### src/rtl/serial_frame_tx.sv
// serial_frame_tx: parallel-to-serial frame transmitter.
// Sends start bit (0), WIDTH data bits LSB-first, then stop bit (1).
// Each bit is held for DIV clocks. SO, busy and done are all registered.
module serial_frame_tx #(
    parameter int unsigned WIDTH = 8,
    parameter int unsigned DIV   = 4
) (
    input  logic             clk,
    input  logic             rst,
    input  logic [WIDTH-1:0] PI,
    input  logic             start,
    output logic             SO,
    output logic             busy,
    output logic             done
);

    localparam int unsigned DW = (DIV > 1) ? $clog2(DIV) : 1;
    localparam int unsigned BW = (WIDTH > 1) ? $clog2(WIDTH) : 1;

    localparam logic [DW-1:0] DIV_LAST = DW'(DIV - 1);
    localparam logic [DW-1:0] DIV_ONE  = DW'(1);
    localparam logic [BW-1:0] BIT_LAST = BW'(WIDTH - 1);
    localparam logic [BW-1:0] BIT_ONE  = BW'(1);

    typedef enum logic [1:0] {
        ST_IDLE,
        ST_START,
        ST_DATA,
        ST_STOP
    } state_t;

    state_t           state_q, state_d;
    logic [DW-1:0]    div_q, div_d;
    logic [BW-1:0]    bit_q, bit_d;
    logic [WIDTH-1:0] sh_q, sh_d;
    logic             so_q, so_d;
    logic             busy_q, busy_d;
    logic             done_q, done_d;
    logic             tick;

    // Divider reaches its last count: the current bit period ends at this edge.
    assign tick = (div_q == DIV_LAST);

    // State, divider, bit index and shift register next-state logic.
    always_comb begin
        state_d = state_q;
        div_d   = div_q;
        bit_d   = bit_q;
        sh_d    = sh_q;
        case (state_q)
            ST_IDLE: begin
                if (start) begin
                    state_d = ST_START;
                    sh_d    = PI;
                    div_d   = '0;
                    bit_d   = '0;
                end
            end
            ST_START: begin
                if (tick) begin
                    div_d   = '0;
                    state_d = ST_DATA;
                end else begin
                    div_d = div_q + DIV_ONE;
                end
            end
            ST_DATA: begin
                if (tick) begin
                    div_d = '0;
                    sh_d  = sh_q >> 1;
                    if (bit_q == BIT_LAST) begin
                        state_d = ST_STOP;
                    end else begin
                        bit_d = bit_q + BIT_ONE;
                    end
                end else begin
                    div_d = div_q + DIV_ONE;
                end
            end
            ST_STOP: begin
                if (tick) begin
                    div_d   = '0;
                    state_d = ST_IDLE;
                end else begin
                    div_d = div_q + DIV_ONE;
                end
            end
            default: begin
                state_d = ST_IDLE;
            end
        endcase
    end

    // Outputs are decoded from the next state so they can be registered
    // without adding a cycle of latency relative to the state change.
    always_comb begin
        so_d   = 1'b1;
        busy_d = (state_d != ST_IDLE);
        done_d = (state_q == ST_STOP) && (state_d == ST_IDLE);
        case (state_d)
            ST_START: so_d = 1'b0;
            ST_DATA:  so_d = sh_d[0];
            default:  so_d = 1'b1;
        endcase
    end

    // State and output registers with asynchronous reset.
    always_ff @(posedge clk or posedge rst) begin
        if (rst) begin
            state_q <= ST_IDLE;
            div_q   <= '0;
            bit_q   <= '0;
            sh_q    <= '0;
            so_q    <= 1'b1;
            busy_q  <= 1'b0;
            done_q  <= 1'b0;
        end else begin
            state_q <= state_d;
            div_q   <= div_d;
            bit_q   <= bit_d;
            sh_q    <= sh_d;
            so_q    <= so_d;
            busy_q  <= busy_d;
            done_q  <= done_d;
        end
    end

    assign SO   = so_q;
    assign busy = busy_q;
    assign done = done_q;

endmodule

### config.mk
export PLATFORM = sky130hd
export DESIGN_NAME = serial_frame_tx
export DESIGN_NICKNAME = d
export VERILOG_FILES = /design/src/rtl/serial_frame_tx.sv
export SDC_FILE = /design/constraint.sdc
export NUM_CORES = 1
export LEC_CHECK = 0
export ABC_AREA = 0
export CAP_MARGIN = 10
export CORE_UTILIZATION = 40
export CTS_CLUSTER_DIAMETER = 60
export DETAILED_ROUTE_END_ITERATION = 16
export PLACE_DENSITY = 0.64
export SYNTH_ARGS = -nofsm -noshare
export SYNTH_HDL_FRONTEND = slang
export SYNTH_SLANG_ARGS = --single-unit
export TNS_END_PERCENT = 30
### constraint.sdc
create_clock -name clk -period 1.4 [get_ports clk]
set_input_delay 0.21 -clock clk [delete_from_list [all_inputs] [get_ports clk]]
set_output_delay 0.21 -clock clk [all_outputs]
set_load 0.02 [all_outputs]
==> results of run 1 <==
[worst paths after layout]
path | endpoint | slack [ps]
setup / recovery | sh_q[4]$_DFFE_PP0P_ | 40
hold / removal | bit_q[1]$_DFFE_PP0P_ | 140
setup reg to reg | sh_q[4]$_DFFE_PP0P_ | 40
hold reg to reg | sh_q[5]$_DFFE_PP0P_ | 490
max in group asynchronous | bit_q[0]$_DFFE_PP0P_ | 880
min in group clk | sh_q[5]$_DFFE_PP0P_ | 490
[kinds of logic after synthesis]
kind of cell	count (synthesis)	synth area share
compound gates	30	0.253
flops	18	0.518
xor+xnor	1	0.0100
simple gates	18	0.132
buf+inv	8	0.0445
fa+ha+maj	3	0.0430
[metal layers]
metal | global-route usage | up-vias | routed length, um
met2 | 0.282 | 10 | 876
met3 | 0.0189 | 2 | 48
met1 | 0.238 | 354 | 879
li1 | - | 354 | -
met5 | 0 | - | 0
met4 | 0.0588 | 0 | 21
[per-stage QoR]
step	cells	setup TNS, ps	utilization	cell area (um2)
floorplan	78	0	-	872
global placement	128	-242	0.560	1120
detailed placement	128	-425	0.560	1120
CTS	132	0	0.583	1170
global route	135	-38.0	0.603	1210
finish	135	0	0.603	1210
[sequential cells by signal, indices dropped and copies added, names as in the netlist]
register  count
SO            1
sh_q          8
state_q       2
busy          1
done          1
div_q         2
bit_q         3
[layout make-up]
class / count / area share
sequential: 18 / 0.374
multi-input combinational: 52 / 0.339
timing repair buffer: 31 / 0.220
clock buffer: 4 / 0.0301
tap: 27 / 0.0280
inverter: 3 / 0.00933
[worst max-delay path: stages, from the launching register on]
cell and delay [ps]:
dfrtp_1 400, ha_2 190, and3b_2 270, a22o_1 250, a21o_1 150
[power by group]
group / internal, mW / total (mW) / switching [mW] / leakage [nW]
registers: 0.770 / 0.919 / 0.149 / 0.220
clock network: 0.158 / 0.323 / 0.164 / 0.0210
logic: 0.593 / 1.15 / 0.556 / 0.339
[cells in the mapped netlist (3+ instances only)]
cell	n
o21ai_0	6
a21oi_1	3
inv_1	3
a22o_1	7
nand2_1	3
clkbuf_1	3
nor2_1	4
and3_1	3
ha_1	3
a21o_1	7
dfrtp_1	17
[repair_timing]
item,CTS,global route
hold endpoints to repair,0,0
buffers inserted,0,3
setup endpoints to repair,14,12
pin swaps,1,8
hold buffers,0,0
gates resized for setup,7,5
==> impl_metrics.prom, run 1 <==
# TYPE chip_impl_metric gauge
chip_impl_info{name="outcome",value="complete, no violations"} 1
chip_impl_metric{name="fin_ws",unit="ps"} 42.1
chip_impl_metric{name="floorplan.die.height",unit="um"} 48.7
chip_impl_metric{name="path_clk_slew",unit="ps"} 110
chip_impl_metric{name="final-seq-area",unit="um2"} 452
chip_impl_metric{name="peak_fanout_along_the_critical_path",unit=""} 8
chip_impl_metric{name="initial_core_util",unit=""} 0.436
chip_impl_metric{name="rr_worst_depth",unit=""} 4
chip_impl_info{name="worst_setup_path_startpoint",value="div_q[1]$_DFFE_PP0N_"} 1
chip_impl_info{name="yosys_most_used_dff",value="dfrtp_1"} 1
chip_impl_metric{name="final.fill_count",unit=""} 167
chip_impl_info{name="timing.critical_path.to_type",value="register"} 1
chip_impl_metric{name="pre_cts_ws",unit="ps"} -69.5
chip_impl_metric{name="antennaDiodeCount",unit=""} 0
chip_impl_metric{name="dpl.hpwl",unit="um"} 1330
chip_impl_info{name="clock_tree_from_tritoncts",value="yes"} 1
chip_impl_metric{name="timing.final.hold_violations",unit=""} 0
chip_impl_metric{name="residual_overflow_from_global_routing",unit=""} 0
chip_impl_metric{name="global_route_wire_length_before_repair",unit="um"} 3190
chip_impl_metric{name="fmax",unit="MHz"} 736
chip_impl_info{name="synth_area_leaders",value="dfrtp_1, a22o_1, a21o_1, ha_1, o21ai_0"} 1
chip_impl_metric{name="detail_route.vias_per_cell",unit=""} 5.33
chip_impl_metric{name="clock_tree.buffer_depth",unit=""} 2
chip_impl_metric{name="first_pass_iters",unit=""} 4
chip_impl_metric{name="cts_buffers",unit=""} 3
chip_impl_metric{name="dieArea",unit="um2"} 2370
chip_impl_metric{name="syn2layout_area_growth",unit="%"} 38.5
chip_impl_metric{name="finalWirelength",unit="um"} 1820
chip_impl_metric{name="number_of_global_route_vias_before_repair",unit=""} 700
chip_impl_info{name="final_cell_mix",value="dfrtp_1, buf_4, clkdlybuf4s50_1"} 1
chip_impl_metric{name="drc",unit=""} 0
chip_impl_metric{name="grt_total_usage",unit=""} 0.173
chip_impl_metric{name="floorplan.core_area",unit="um2"} 2000
chip_impl_metric{name="netlist_instances",unit=""} 78
chip_impl_metric{name="nNetsFinal",unit=""} 123
chip_impl_info{name="startpoint_type",value="register"} 1
chip_impl_info{name="rsz0062_at_grt",value="true"} 1
chip_impl_metric{name="syn_area_per_cell",unit="um2"} 11.2
chip_impl_metric{name="ys_async_sr_fraction",unit=""} 1.00
chip_impl_metric{name="finalMaxSlewViolations",unit=""} 0
chip_impl_metric{name="detail-route-antenna-nets",unit=""} 0
chip_impl_metric{name="cts_num_sinks",unit=""} 18
chip_impl_metric{name="postSynthNetCount",unit=""} 92
chip_impl_metric{name="drive_above_1_share",unit=""} 0.287
chip_impl_metric{name="grt_max_degree",unit=""} 15
chip_impl_metric{name="routed_wire_length_per_instance",unit="um"} 13.5
chip_impl_info{name="yosysTopAreaCell",value="dfrtp_1"} 1
chip_impl_info{name="r2r_start",value="div_q[1]$_DFFE_PP0N_"} 1
chip_impl_metric{name="portBuffers",unit=""} 13
chip_impl_metric{name="synth.ff_latch_count",unit=""} 18
chip_impl_metric{name="synth.yosys.seq_area_share",unit=""} 0.518
chip_impl_metric{name="multiInputGateArea",unit="um2"} 409
chip_impl_metric{name="worst_skew_pair.late_latency",unit="ps"} 290
chip_impl_metric{name="floorplan.io_pins",unit=""} 14
chip_impl_metric{name="synth-edff-count",unit=""} 0
chip_impl_metric{name="irDropWorstVdd",unit="uV"} 1370
chip_impl_metric{name="die_w",unit="um"} 48.7
chip_impl_metric{name="worst_hold_slack",unit="ps"} 135
chip_impl_metric{name="setup_skew_after_layout",unit="ps"} 4.96
chip_impl_metric{name="leakage",unit="nW"} 0.580
chip_impl_metric{name="required",unit="ps"} 1590
chip_impl_metric{name="detail_route.iter0.violations",unit=""} 8
chip_impl_info{name="kind_of_critical_path",value="reg -> reg"} 1
chip_impl_metric{name="pwr_cell_area",unit="nW/um2"} 1980
chip_impl_metric{name="critPathArrivalTime",unit="ps"} 1550
chip_impl_metric{name="timing.slew.headroom",unit=""} 0.812
chip_impl_metric{name="layout_worst_path_cycle_share",unit=""} 0.970
chip_impl_metric{name="max_slew.worst_pin.slew",unit="ps"} 278
chip_impl_metric{name="drv.max_cap_violation_count",unit=""} 0
chip_impl_metric{name="core.rowCount",unit=""} 16
chip_impl_metric{name="initial_antenna_violation_count",unit=""} 0
chip_impl_metric{name="total_standard_cell_area_after_synthesis",unit="um2"} 872
chip_impl_metric{name="gp_congestion",unit=""} 0.798
chip_impl_metric{name="total_power",unit="mW"} 2.39
chip_impl_metric{name="yosysTopAreaCellShare",unit=""} 0.488
chip_impl_metric{name="yosysUniqueCellTypes",unit=""} 30
chip_impl_metric{name="htree_levels",unit=""} 1
chip_impl_metric{name="final-setup-viol-count",unit=""} 0
chip_impl_metric{name="ys.warnings.count",unit=""} 0
chip_impl_info{name="cts_root_buffer",value="clkbuf_4"} 1
chip_impl_info{name="class_of_the_most_critical_hold_timing_path",value="in -> async"} 1
chip_impl_metric{name="fin_crit",unit="ps"} 1360
chip_impl_metric{name="routed-via-count",unit=""} 720
(Power assumes the default switching activity.)
==> run 2: changes to the inputs <==
CORE_UTILIZATION = 49   (was 40)
CTS_BUF_LIST = sky130_fd_sc_hd__clkbuf_4   (was default)
PLACE_DENSITY = 0.76   (was 0.64)
SKIP_LAST_GASP = 1   (was default)
==> run 2 against run 1 <==
Compared with the run above:
- the run now ends with DRC left
- routed wire length increased by 1.9%
- worst hold slack improved by 11 ps
- sequential power about the same
- die area decreased by 18%
- combinational power decreased by 6%
- fmax decreased by 2.7%
- critical path depth increased by 1
- flip-flop and latch count unchanged
- cell area decreased by 4.2%
- utilization increased by 13 points
- non-clock buffer count decreased by 4
- cell count decreased by 11%
- largest cell class unchanged
==> impl_metrics.prom, run 2 (synthesis results as in run 1) <==
# TYPE chip_impl_metric gauge
chip_impl_metric{name="syn2layout_area_growth",unit="%"} 32.6
chip_impl_info{name="reg_to_reg_critical_path_endpoint",value="bit_q[1]$_DFFE_PP0P_"} 1
chip_impl_metric{name="grt_max_degree",unit=""} 15
chip_impl_metric{name="dpl.hpwl",unit="um"} 1260
chip_impl_metric{name="tns",unit="ps"} 0
chip_impl_metric{name="nNetsFinal",unit=""} 119
chip_impl_metric{name="leakage",unit="nW"} 0.571
chip_impl_metric{name="floorplan.die.height",unit="um"} 44.2
chip_impl_metric{name="gp_congestion",unit=""} 0.816
chip_impl_metric{name="initial_antenna_violation_count",unit=""} 0
chip_impl_info{name="failed_checks",value="DRC"} 1
chip_impl_metric{name="placedInstanceArea",unit="um2"} 1080
chip_impl_metric{name="floorplan.io_pins",unit=""} 14
chip_impl_metric{name="layout_worst_path_cycle_share",unit=""} 0.997
chip_impl_metric{name="residual_overflow_from_global_routing",unit=""} 0
chip_impl_metric{name="floorplan.core_area",unit="um2"} 1580
chip_impl_metric{name="finalWirelength",unit="um"} 1860
chip_impl_metric{name="routed_wire_length_per_instance",unit="um"} 15.5
chip_impl_metric{name="core.rowCount",unit=""} 14
chip_impl_metric{name="htree_levels",unit=""} 1
chip_impl_metric{name="drc",unit=""} 1
chip_impl_metric{name="peak_fanout_along_the_critical_path",unit=""} 5
chip_impl_info{name="startpoint_type",value="register"} 1
chip_impl_metric{name="first_pass_iters",unit=""} 10
chip_impl_metric{name="rr_worst_depth",unit=""} 5
chip_impl_info{name="kind_of_critical_path",value="reg -> reg"} 1
chip_impl_metric{name="setup_skew_after_layout",unit="ps"} 12.5
chip_impl_metric{name="antennaDiodeCount",unit=""} 0
chip_impl_info{name="outcome",value="complete, but fails checks"} 1
chip_impl_metric{name="cts_num_sinks",unit=""} 18
chip_impl_metric{name="timing.final.hold_violations",unit=""} 0
chip_impl_metric{name="cts_buffers",unit=""} 3
chip_impl_metric{name="total_power",unit="mW"} 2.30
chip_impl_metric{name="drive_above_1_share",unit=""} 0.240
chip_impl_info{name="final_cell_mix",value="dfrtp_1, buf_4, clkdlybuf4s50_1"} 1
chip_impl_metric{name="clock_tree.buffer_depth",unit=""} 2
chip_impl_info{name="rsz0062_at_grt",value="true"} 1
chip_impl_metric{name="grt_total_usage",unit=""} 0.216
chip_impl_metric{name="number_of_global_route_vias_before_repair",unit=""} 707
chip_impl_info{name="class_of_the_most_critical_hold_timing_path",value="in -> async"} 1
chip_impl_metric{name="portBuffers",unit=""} 13
chip_impl_metric{name="timing.slew.headroom",unit=""} 0.757
chip_impl_info{name="mostFrequentLayoutCell",value="dfrtp_1"} 1
chip_impl_metric{name="irDropWorstVdd",unit="uV"} 1440
chip_impl_info{name="r2r_start",value="bit_q[0]$_DFFE_PP0P_"} 1
chip_impl_metric{name="rrSetupSlack",unit="ps"} 5
chip_impl_info{name="clock_tree_from_tritoncts",value="yes"} 1
chip_impl_info{name="crit_end",value="bit_q[1]$_DFFE_PP0P_"} 1
chip_impl_metric{name="critPathArrivalTime",unit="ps"} 1580
chip_impl_metric{name="initial_core_util",unit=""} 0.553
chip_impl_metric{name="max_slew.worst_pin.slew",unit="ps"} 361
chip_impl_metric{name="drv.max_cap_violation_count",unit=""} 0
chip_impl_metric{name="detail_route.iter0.violations",unit=""} 14
chip_impl_metric{name="path_clk_slew",unit="ps"} 110
chip_impl_metric{name="fmax",unit="MHz"} 717
chip_impl_metric{name="required",unit="ps"} 1580
chip_impl_metric{name="pwr_cell_area",unit="nW/um2"} 1990
chip_impl_metric{name="placed_cells",unit=""} 114
chip_impl_metric{name="dieArea",unit="um2"} 1950
chip_impl_info{name="timing.critical_path.to_type",value="register"} 1
chip_impl_metric{name="global_route_wire_length_before_repair",unit="um"} 3070
chip_impl_metric{name="final-setup-viol-count",unit=""} 0
chip_impl_metric{name="fin_util",unit=""} 0.733
chip_impl_metric{name="final-instance-count-excl-fill",unit=""} 120
chip_impl_metric{name="fin_crit",unit="ps"} 1400
chip_impl_info{name="max_flop_register",value="sh_q"} 1
chip_impl_metric{name="final_design_area_no_fill",unit="um2"} 1160
chip_impl_metric{name="finalMaxSlewViolations",unit=""} 0
chip_impl_metric{name="worst_skew_pair.late_latency",unit="ps"} 300
chip_impl_metric{name="detail_route.vias_per_cell",unit=""} 6.00
chip_impl_metric{name="routed-via-count",unit=""} 720
chip_impl_metric{name="detail-route-antenna-nets",unit=""} 0
chip_impl_metric{name="largest_register_ffs",unit=""} 8
chip_impl_info{name="cts_root_buffer",value="clkbuf_4"} 1
chip_impl_info{name="worst_setup_path_startpoint",value="bit_q[0]$_DFFE_PP0P_"} 1
chip_impl_info{name="top_regs",value="sh_q x8, bit_q x3"} 1
chip_impl_metric{name="die_w",unit="um"} 44.2
[run 2: changes by cell type in the layout (fill, tap and decap cells not counted)]
cell,delta
a311oi_1,+1
a311oi_2,-1
buf_4,-4
clkbuf_4,+1
clkbuf_8,-1
dlygate4sd2_1,-2
dlymetal6s2s_1,+2
nor2_1,+1
nor2_2,-1
o311ai_0,+1
o311ai_1,-1
[run 2: power by group]
| part | internal (mW) | leakage (nW) | switching (mW) |
|---|---|---|---|
| Combinational | 0.555 | 0.333 | 0.529 |
| Clock | 0.130 | 0.0184 | 0.161 |
| Sequential | 0.770 | 0.220 | 0.151 |
| Total | 1.46 | 0.571 | 0.841 |
[run 2: worst min path at each step]
stage | startpoint | endpoint | depth (start not counted)
2_1_floorplan | rst | bit_q[0]$_DFFE_PP0P_ | 1
3_3_place_gp | rst | busy$_DFF_PP0_ | 2
3_5_place_dp | rst | done$_DFF_PP0_ | 2
4_1_cts | rst | done$_DFF_PP0_ | 2
5_1_grt | rst | div_q[1]$_DFFE_PP0N_ | 2
6_report | rst | busy$_DFF_PP0_ | 2
[run 2: routing by layer]
metal / wire (um) / GRT usage / part of all wire
met5: 0 / 0 / 0
met4: 35 / 0.115 / 0.019
met3: 71 / 0.0367 / 0.038
met2: 909 / 0.332 / 0.49
met1: 842 / 0.290 / 0.45
[run 2: per-stage QoR]
stage,hold WS [ps],setup slack [ps]
after floorplan,148,4.89
after global placement,459,-47.5
after detailed placement,462,-82.3
after CTS,151,-45.6
after global routing,170,-57.3
final,147,4.83
[run 2: what timing repair did]
| action | CTS | global route |
|---|---|---|
| setup endpoints to repair | 12 | 10 |
| hold buffers | 0 | 0 |
| pin swaps | 0 | 3 |
| setup buffers | 1 | 1 |
| resized for setup | 5 | 4 |
[run 2: worst max-delay path, stage by stage, from the launching register on]
cell and delay [ps]:
dfrtp_1 380, ha_2 200, ha_4 150, nor2_1 70, and3_1 180, a221o_1 290
[run 2: area by class of cell]
cell class              count  area [um2]
inverters                   3        11.3
flip-flops and latches     18         452
multi-input cells          52         400
clock buffers               4        30.0
well taps                  16        20.0
repair buffers             27         243
fillers                   120         420
==> run 3: changes to the inputs <==
GPL_ROUTABILITY_DRIVEN = 1   (was default)
MAX_ROUTING_LAYER = met4   (was default)
==> run 3 against run 2 <==
Compared with the run above:
- the run still ends with DRC left
- die area stayed put
- combinational power about the same
- critical path depth is the same
==> impl_metrics.prom, run 3 (synthesis results as in run 1) <==
# TYPE chip_impl_metric gauge
chip_impl_metric{name="floorplan.die.height",unit="um"} 44.2
chip_impl_metric{name="placed_cells",unit=""} 114
chip_impl_metric{name="detail_route.iter0.violations",unit=""} 14
chip_impl_metric{name="grt_max_degree",unit=""} 15
chip_impl_metric{name="cts_num_sinks",unit=""} 18
chip_impl_metric{name="clock_tree.buffer_depth",unit=""} 2
chip_impl_info{name="cpLargestDelayFamily",value="flip-flops"} 1
chip_impl_metric{name="htree_levels",unit=""} 1
chip_impl_metric{name="floorplan.io_pins",unit=""} 14
chip_impl_metric{name="timing.final.hold_violations",unit=""} 0
chip_impl_metric{name="final-instance-count-excl-fill",unit=""} 120
chip_impl_metric{name="leakage",unit="nW"} 0.571
chip_impl_metric{name="irDropWorstVdd",unit="uV"} 1450
chip_impl_info{name="path_cells",value="ha_2 > ha_4 > nor2_1 > and3_1 > a221o_1"} 1
chip_impl_metric{name="final-setup-viol-count",unit=""} 0
chip_impl_metric{name="critPathArrivalTime",unit="ps"} 1580
chip_impl_metric{name="rr_worst_depth",unit=""} 5
chip_impl_metric{name="global_route_wire_length_before_repair",unit="um"} 3080
chip_impl_metric{name="placedInstanceArea",unit="um2"} 1080
chip_impl_info{name="cts_root_buffer",value="clkbuf_4"} 1
chip_impl_metric{name="antennaDiodeCount",unit=""} 0
chip_impl_metric{name="max_slew.worst_pin.slew",unit="ps"} 361
chip_impl_metric{name="first_pass_iters",unit=""} 10
chip_impl_metric{name="number_of_global_route_vias_before_repair",unit=""} 705
chip_impl_metric{name="drv.max_cap_violation_count",unit=""} 0
chip_impl_info{name="rsz0062_at_grt",value="true"} 1
chip_impl_info{name="final_cell_mix",value="dfrtp_1, buf_4, clkdlybuf4s50_1"} 1
chip_impl_metric{name="drc",unit=""} 1
chip_impl_info{name="outcome",value="complete, but fails checks"} 1
chip_impl_metric{name="final_design_area_no_fill",unit="um2"} 1160
chip_impl_metric{name="dpl.hpwl",unit="um"} 1260
chip_impl_metric{name="pwr_cell_area",unit="nW/um2"} 1990
chip_impl_metric{name="residual_overflow_from_global_routing",unit=""} 0
chip_impl_metric{name="peak_fanout_along_the_critical_path",unit=""} 5
chip_impl_metric{name="fin_util",unit=""} 0.733
chip_impl_metric{name="fin_crit",unit="ps"} 1390
chip_impl_metric{name="dieArea",unit="um2"} 1950
chip_impl_metric{name="initial_core_util",unit=""} 0.553
chip_impl_metric{name="worst_skew_pair.late_latency",unit="ps"} 300
chip_impl_metric{name="setup_skew_after_layout",unit="ps"} 12.2
chip_impl_info{name="r2r_start",value="bit_q[0]$_DFFE_PP0P_"} 1
chip_impl_info{name="max_flop_register",value="sh_q"} 1
chip_impl_info{name="startpoint_type",value="register"} 1
chip_impl_metric{name="path_buf_inv",unit=""} 0
chip_impl_metric{name="core.rowCount",unit=""} 14
chip_impl_metric{name="path_depth",unit=""} 5
chip_impl_metric{name="detail-route-antenna-nets",unit=""} 0
chip_impl_metric{name="finalWirelength",unit="um"} 1860
chip_impl_metric{name="routed-via-count",unit=""} 719
chip_impl_metric{name="floorplan.core_area",unit="um2"} 1580
chip_impl_info{name="clock_tree_from_tritoncts",value="yes"} 1
chip_impl_info{name="reg_to_reg_critical_path_endpoint",value="bit_q[1]$_DFFE_PP0P_"} 1
chip_impl_metric{name="max_stage_delay",unit="ps"} 380
chip_impl_metric{name="nNetsFinal",unit=""} 119
chip_impl_metric{name="cts_buffers",unit=""} 3
chip_impl_info{name="kind_of_critical_path",value="reg -> reg"} 1
chip_impl_info{name="top_regs",value="sh_q x8, bit_q x3"} 1
chip_impl_metric{name="layout_worst_path_cycle_share",unit=""} 0.996
chip_impl_metric{name="syn2layout_area_growth",unit="%"} 32.6
chip_impl_metric{name="timing.slew.headroom",unit=""} 0.757
chip_impl_metric{name="initial_antenna_violation_count",unit=""} 0
chip_impl_info{name="class_of_the_most_critical_hold_timing_path",value="in -> async"} 1
chip_impl_metric{name="rrSetupSlack",unit="ps"} 5
chip_impl_info{name="mostFrequentLayoutCell",value="dfrtp_1"} 1
chip_impl_metric{name="detail_route.vias_per_cell",unit=""} 5.99
chip_impl_metric{name="grt_total_usage",unit=""} 0.223
chip_impl_metric{name="path_clk_slew",unit="ps"} 110
chip_impl_metric{name="drive_above_1_share",unit=""} 0.240
chip_impl_metric{name="finalMaxSlewViolations",unit=""} 0
chip_impl_info{name="timing.critical_path.to_type",value="register"} 1
chip_impl_metric{name="required",unit="ps"} 1580
chip_impl_metric{name="die_w",unit="um"} 44.2
chip_impl_metric{name="gp_congestion",unit=""} 0.829
chip_impl_metric{name="tns",unit="ps"} 0
chip_impl_metric{name="largest_register_ffs",unit=""} 8
chip_impl_info{name="failed_checks",value="DRC"} 1
chip_impl_metric{name="routed_wire_length_per_instance",unit="um"} 15.5
chip_impl_metric{name="portBuffers",unit=""} 13
chip_impl_metric{name="total_power",unit="mW"} 2.30
chip_impl_metric{name="fmax",unit="MHz"} 717
chip_impl_info{name="worst_path_max_delay_cell",value="dfrtp_1"} 1
[run 3: cell counts in the layout (fill, tap and decap cells not counted)]
No cell type changed its count.
[run 3: routing by layer]
| metal | GRT usage | vias up | share of wire |
|---|---|---|---|
| met2 | 0.332 | 14 | 0.49 |
| met5 | - | - | 0 |
| met4 | 0.115 | 0 | 0.019 |
| li1 | - | 348 | - |
| met3 | 0.0367 | 5 | 0.038 |
| met1 | 0.293 | 352 | 0.45 |
[run 3: worst max-delay path by stage]
stage / start / to / slack [ps]
final: bit_q[0]$_DFFE_PP0P_ / bit_q[1]$_DFFE_PP0P_ / 5
after global routing: bit_q[1]$_DFFE_PP0P_ / bit_q[1]$_DFFE_PP0P_ / -60
after CTS: done$_DFF_PP0_ / done / -50
after detailed placement: div_q[0]$_DFFE_PP0N_ / bit_q[1]$_DFFE_PP0P_ / -80
after global placement: div_q[0]$_DFFE_PP0N_ / bit_q[1]$_DFFE_PP0P_ / -50
after floorplan: div_q[0]$_DFFE_PP0N_ / bit_q[1]$_DFFE_PP0P_ / 5
[run 3: layout make-up]
class / count / area (um2)
fill: 120 / 420
clock buffer: 4 / 30.0
sequential: 18 / 452
inverter: 3 / 11.3
multi-input combinational: 52 / 400
timing repair buffer: 27 / 243
tap: 16 / 20.0
[run 3: power breakdown]
part           internal, mW  switching [mW]  total (mW)
Sequential            0.770           0.151       0.921
Combinational         0.555           0.529        1.08
Clock                 0.130           0.162       0.292
[run 3: per-stage QoR]
stage          setup WS, ps  hold slack, ps
2_1_floorplan          4.89             148
3_3_place_gp          -47.5             459
3_5_place_dp          -82.3             462
4_1_cts               -45.6             151
5_1_grt               -57.3             174
6_report               5.23             148
[run 3: what timing repair did]
action	in CTS	in global routing
pin swaps	0	3
hold buffers	0	0
setup buffers	1	1
hold endpoints to repair	0	0
endpoints found under the setup margin	12	10
resized for setup	5	4
